--- config.mk ---
export PLATFORM = sky130hd
export DESIGN_NAME = pong_motion_ctrl
export DESIGN_NICKNAME = d
export VERILOG_FILES = /design/src/rtl/pong_motion_ctrl.sv
export SDC_FILE = /design/constraint.sdc
export NUM_CORES = 1
export LEC_CHECK = 0
export ABC_AREA = 1
export CAP_MARGIN = 20
export CORE_MARGIN = 2
export CORE_UTILIZATION = 58
export CTS_CLUSTER_DIAMETER = 30
export DETAILED_ROUTE_END_ITERATION = 16
export PLACE_DENSITY = 0.81
export SYNTH_ARGS = -nofsm -noshare
export SYNTH_HDL_FRONTEND = slang
export SYNTH_SLANG_ARGS = --single-unit
--- constraint.sdc ---
create_clock -name clk -period 4.55 [get_ports clk]
set_clock_uncertainty 0.05 [all_clocks]
set_input_delay 1.1375 -clock clk [delete_from_list [all_inputs] [get_ports clk]]
set_output_delay 1.1375 -clock clk [all_outputs]
set_load 0.01 [all_outputs]
--- src/rtl/pong_motion_ctrl.sv ---
// Per-frame Pong motion controller: paddle/ball positions, ball velocity and the
// serve / play / miss sequencing, all advanced once per frame_tick.
module pong_motion_ctrl #(
  parameter int BAR_V       = 4,
  parameter int BALL_V      = 2,
  parameter int BAR_H       = 72,
  parameter int BALL_SIZE   = 8,
  parameter int WALL_R      = 35,
  parameter int TOP_B       = 5,
  parameter int BOT_T       = 475,
  parameter int BAR_XL      = 600,
  parameter int BAR_XR      = 603,
  parameter int MISS_FRAMES = 60
) (
  input  logic       clk,
  input  logic       reset,
  input  logic       frame_tick,
  input  logic       btn_up,
  input  logic       btn_down,
  input  logic       start,
  output logic [9:0] bar_y_t,
  output logic [9:0] ball_x_l,
  output logic [9:0] ball_y_t,
  output logic       playing,
  output logic       hit,
  output logic       miss
);

  localparam logic [9:0] BAR_Y_RST  = 10'd204;
  localparam logic [9:0] BALL_X_RST = 10'd580;
  localparam logic [9:0] BALL_Y_RST = 10'd238;
  localparam logic [9:0] STEP_BAR   = 10'(BAR_V);
  localparam logic [9:0] STEP_BALL  = 10'(BALL_V);
  localparam logic [9:0] BAR_MIN    = 10'(TOP_B + 1);
  localparam logic [9:0] BAR_MAX    = 10'(BOT_T - BAR_H);
  localparam logic [9:0] TOP_LIM    = 10'(TOP_B + 1);
  localparam logic [9:0] BOT_LIM    = 10'(BOT_T - 1);
  localparam logic [9:0] WALL_LIM   = 10'(WALL_R + 1);
  localparam logic [9:0] PAD_XL     = 10'(BAR_XL);
  localparam logic [9:0] PAD_XR     = 10'(BAR_XR);
  localparam logic [9:0] BALL_EXT   = 10'(BALL_SIZE - 1);
  localparam logic [9:0] BAR_EXT    = 10'(BAR_H - 1);
  localparam logic [9:0] MISS_LAST  = 10'(MISS_FRAMES - 1);

  typedef enum logic [1:0] {IDLE, PLAY, MISS_WAIT} state_t;

  state_t     state_q, state_d;
  logic [9:0] bar_q, bar_d;
  logic [9:0] bx_q, bx_d;
  logic [9:0] by_q, by_d;
  logic       dx_pos_q, dx_pos_d;
  logic       dy_pos_q, dy_pos_d;
  logic [9:0] cnt_q, cnt_d;
  logic       hit_q, hit_d;
  logic       miss_q, miss_d;
  logic       playing_q;

  logic [9:0] ball_r, ball_b, bar_b;
  logic       dx_new, dy_new, pad_hit;

  // Saturating paddle step: clamps against the top and bottom walls without wrap.
  function automatic logic [9:0] bar_step(input logic [9:0] y, input logic up, input logic dn);
    logic [9:0] r;
    r = y;
    if (up && !dn) r = (y >= BAR_MIN + STEP_BAR) ? y - STEP_BAR : BAR_MIN;
    else if (dn && !up) r = (y + STEP_BAR <= BAR_MAX) ? y + STEP_BAR : BAR_MAX;
    return r;
  endfunction

  function automatic logic [9:0] ball_step(input logic [9:0] p, input logic pos);
    return pos ? p + STEP_BALL : p - STEP_BALL;
  endfunction

  assign ball_r  = bx_q + BALL_EXT;
  assign ball_b  = by_q + BALL_EXT;
  assign bar_b   = bar_q + BAR_EXT;
  assign pad_hit = dx_pos_q && (ball_r >= PAD_XL) && (ball_r <= PAD_XR) &&
                   (ball_b >= bar_q) && (by_q <= bar_b);

  always_comb begin
    state_d  = state_q;
    bar_d    = bar_q;
    bx_d     = bx_q;
    by_d     = by_q;
    dx_pos_d = dx_pos_q;
    dy_pos_d = dy_pos_q;
    cnt_d    = cnt_q;
    hit_d    = 1'b0;
    miss_d   = 1'b0;
    dx_new   = dx_pos_q;
    dy_new   = dy_pos_q;

    if (frame_tick && state_q != MISS_WAIT) bar_d = bar_step(bar_q, btn_up, btn_down);

    case (state_q)
      IDLE: begin
        if (start) begin
          state_d  = PLAY;
          dx_pos_d = 1'b0;
          dy_pos_d = 1'b1;
        end
      end
      PLAY: begin
        if (frame_tick) begin
          if (bx_q > PAD_XR) begin
            miss_d  = 1'b1;
            state_d = MISS_WAIT;
            cnt_d   = '0;
          end else begin
            // x and y reflect independently, both judged on pre-update positions
            if (by_q <= TOP_LIM)      dy_new = 1'b1;
            else if (ball_b >= BOT_LIM) dy_new = 1'b0;
            if (bx_q <= WALL_LIM) dx_new = 1'b1;
            else if (pad_hit) begin
              dx_new = 1'b0;
              hit_d  = 1'b1;
            end
            dx_pos_d = dx_new;
            dy_pos_d = dy_new;
            bx_d     = ball_step(bx_q, dx_new);
            by_d     = ball_step(by_q, dy_new);
          end
        end
      end
      MISS_WAIT: begin
        if (frame_tick) begin
          if (cnt_q == MISS_LAST) begin
            state_d  = IDLE;
            cnt_d    = '0;
            bx_d     = BALL_X_RST;
            by_d     = BALL_Y_RST;
            dx_pos_d = 1'b0;
            dy_pos_d = 1'b1;
          end else begin
            cnt_d = cnt_q + 10'd1;
          end
        end
      end
      default: state_d = IDLE;
    endcase
  end

  always_ff @(posedge clk) begin
    if (reset) begin
      state_q   <= IDLE;
      bar_q     <= BAR_Y_RST;
      bx_q      <= BALL_X_RST;
      by_q      <= BALL_Y_RST;
      dx_pos_q  <= 1'b0;
      dy_pos_q  <= 1'b1;
      cnt_q     <= '0;
      hit_q     <= 1'b0;
      miss_q    <= 1'b0;
      playing_q <= 1'b0;
    end else begin
      state_q   <= state_d;
      bar_q     <= bar_d;
      bx_q      <= bx_d;
      by_q      <= by_d;
      dx_pos_q  <= dx_pos_d;
      dy_pos_q  <= dy_pos_d;
      cnt_q     <= cnt_d;
      hit_q     <= hit_d;
      miss_q    <= miss_d;
      playing_q <= (state_d == PLAY);
    end
  end

  assign bar_y_t  = bar_q;
  assign ball_x_l = bx_q;
  assign ball_y_t = by_q;
  assign playing  = playing_q;
  assign hit      = hit_q;
  assign miss     = miss_q;

endmodule

==> qor.yml <==
outcome:
  status: "complete, no violations"
power_and_ir_drop:
  ir_worst_vdd_mv: 0.250
  leakage_nw: 2.10
  power.density_nw_per_um2: 496
critical_path:
  crit_required_ns: 4.67
  reg2reg_from: "bar_y_t[1]"
  path_class: "register to register"
  path_max_fanout: 7
  start_kind: "register"
  slowest_stage: "dfxtp_1"
  crit_path_frequent_cell: "nand2_1"
  crit_start: "bar_y_t[1]"
  cp.arrival_ns: 4.16
  end_kind: "register"
  slowest_delay_ns: 0.43
logic_synthesis:
  syn_area_per_cell_um2: 6.67
  synth_area_leader_cell: "dfxtp_1"
  ys_top_cells_by_area: "dfxtp_1 (23%), ha_1 (14%), nand2_1 (13%)"
  syn_inst: 597
  yosys_warnings: 0
  synth_edf_count: 0
  ys_types: 48
  synth_area_um2: 3980
  ys_seq_area_share_pct: 22.6
  async_flop_share_pct: 0
  synth_top_cell_area_share_pct: 22.6
  synth_top_flop_cell: "dfxtp_1"
  ys_ff_latch: 45
timing:
  final_max_slew_viol_count: 0
  hold_viol_final: 0
  tns_ns: 0
  maxSlewHeadroom_pct: 34.2
  fin_crit_ns: 4.04
  fmax_ghz: 0.248
  setup_viol: 0
  rsz0062_at_grt: "false"
  layout_worst_path_cycle_share_pct: 88.8
  max_slew.worst_pin.slew_ns: 0.984
drt:
  routedWlPerCell_um: 13.6
  vias_per_cell: 5.58
  drtIter0Drc: 255
  postRouteAntennaNets: 0
  vias: 3982
  drt_first_pass_iters: 4
  drc: 0
  finalWirelength_um: 9710
grt:
  grt_pass1_wl_um: 16800
  grt_util_met2_pct: 45.6
  grt_max_degree: 23
  use_met1_pct: 36.8
  grt-ovfl-total: 0
  use_met3_pct: 4.36
  gr-usage-all-layers_pct: 27.6
  grt_pass1_vias: 3782
  grt.busiest_layer: "met2"
  grt_antenna_before_repair: 0
clock_tree:
  cts_hold_buffers: 0
  root_buffer: "clkbuf_8"
  numCtsBuffers: 5
  cts_tree: "built"
  clk_latency_ns: 0.32
  htreeDepth: 2
  cts_buffer_depth: 2
  clk_pin_slew_ns: 0.10
  cts_setup_buffers: 0
  cts.sinks: 45
placed_design:
  place_congestion: 0.921
  place_area_um2: 4390
  io_buffers: 36
  dp_hpwl_um: 7370
floorplanning:
  fp-row-count: 30
  fp.dieW_um: 86.9
  die_y_um: 86.9
  ios: 39
  coreArea_um2: 6720
  die_area_um2: 7540
  initial_core_util_pct: 59.3
cells_and_area:
  nNetsFinal: 685
  num-fill-cells: 589
  antennaDiodeCount: 0
  syn_to_final_growth_pct: 13.4
  layout-drive-gt1-share_pct: 7.11
  layout_commonest_cell: "nand2_1"
  final_area_um2: 4510
  final_cell_mix: "nand2_1 (135), inv_1 (81), a21oi_1 (48)"
job:
  max-cap-violations: 0
worst_hold_path:
  worst_hold_path_type: "register to register"
  min_from: "cnt_q[1]"
## worst paths after layout
check	to	slack (ns)	cells after the start
hold reg to reg	cnt_q[1]	0.44	2
setup / recovery	ball_x_l[7]	0.51	28
setup reg to reg	ball_x_l[7]	0.51	28
hold / removal	cnt_q[1]	0.44	2
## critical path, delay by kind of cell, from the launching register on
kind	cells	cell delay [ns]
compound gates	5	0.72
xor+xnor	1	0.09
fa+ha+maj	3	0.80
buf+inv	3	0.26
flops	1	0.43
simple gates	16	1.53
## power breakdown
group          switching (mW)  internal [mW]
clock network           0.162          0.168
registers              0.0906          0.438
logic                   0.803          0.575
## cell type report
class / instances / area [um2] / share of cell area (%)
flip-flops and latches: 45 / 903 / 20.0
clock buffers: 5 / 68.8 / 1.52
multi-input cells: 453 / 2680 / 59.3
repair buffers: 40 / 390 / 8.65
clock inverters: 3 / 47.5 / 1.05
inverters: 87 / 327 / 7.23
well taps: 80 / 100 / 2.22
## kinds of logic after synthesis
kind of cell,Yosys count,share of synthesized area (%)
other cells,1,0.0942
simple gates,275,30.9
compound gates,102,15.0
flops,45,22.6
fa+ha+maj,47,15.1
xor+xnor,27,5.94
buf+inv,100,10.3
## layer usage
layer  part of all wire, %  wire length, um
met2                    46             4490
met1                    47             4580
met3                   4.9              472
met4                   1.8              171
met5                     0                0
## cells in the mapped netlist, drive strengths merged, types with 3 or more instances
| cell type | n |
|---|---|
| dfxtp | 45 |
| clkbuf | 4 |
| nand3 | 47 |
| a21oi | 49 |
| o22ai | 7 |
| or2 | 3 |
| ha | 45 |
| a211oi | 3 |
| a31oi | 4 |
| o211ai | 4 |
| nand4 | 10 |
| xnor2 | 4 |
| xor2 | 23 |
| inv | 87 |
| nor2 | 53 |
| o21bai | 4 |
| nand2 | 141 |
| o21ai | 23 |
| nor3 | 14 |
| buf | 9 |
## metrics by stage
stage / hold WS, ns / util, % / cells / power, mW / setup slack, ns
global route: 0.466 / 67.2 / 713 / 2.48 / 0.0267
floorplan: 0.410 / - / 598 / 1.58 / 0.821
finish: 0.445 / 67.2 / 713 / 2.24 / 0.510
global placement: 0.425 / 65.4 / 705 / 1.86 / 0.546
detailed placement: 0.435 / 65.4 / 705 / 1.90 / 0.421
CTS: 0.450 / 67.1 / 713 / 2.23 / 0.379
## state kept, by name (all words and copies together), names as in the netlist
signal    count
ball_x_l      9
state_q       2
cnt_q        10
dy_pos_q      1
playing       1
bar_y_t      10
hit           1
miss          1
dx_pos_q      1
ball_y_t      9
## what timing repair did
action	4_1_cts	5_1_grt
endpoints found under the setup margin	0	4
endpoints found under the hold margin	0	0
gates resized for setup	0	4
Note: power is estimated with default switching activity, not from simulation.
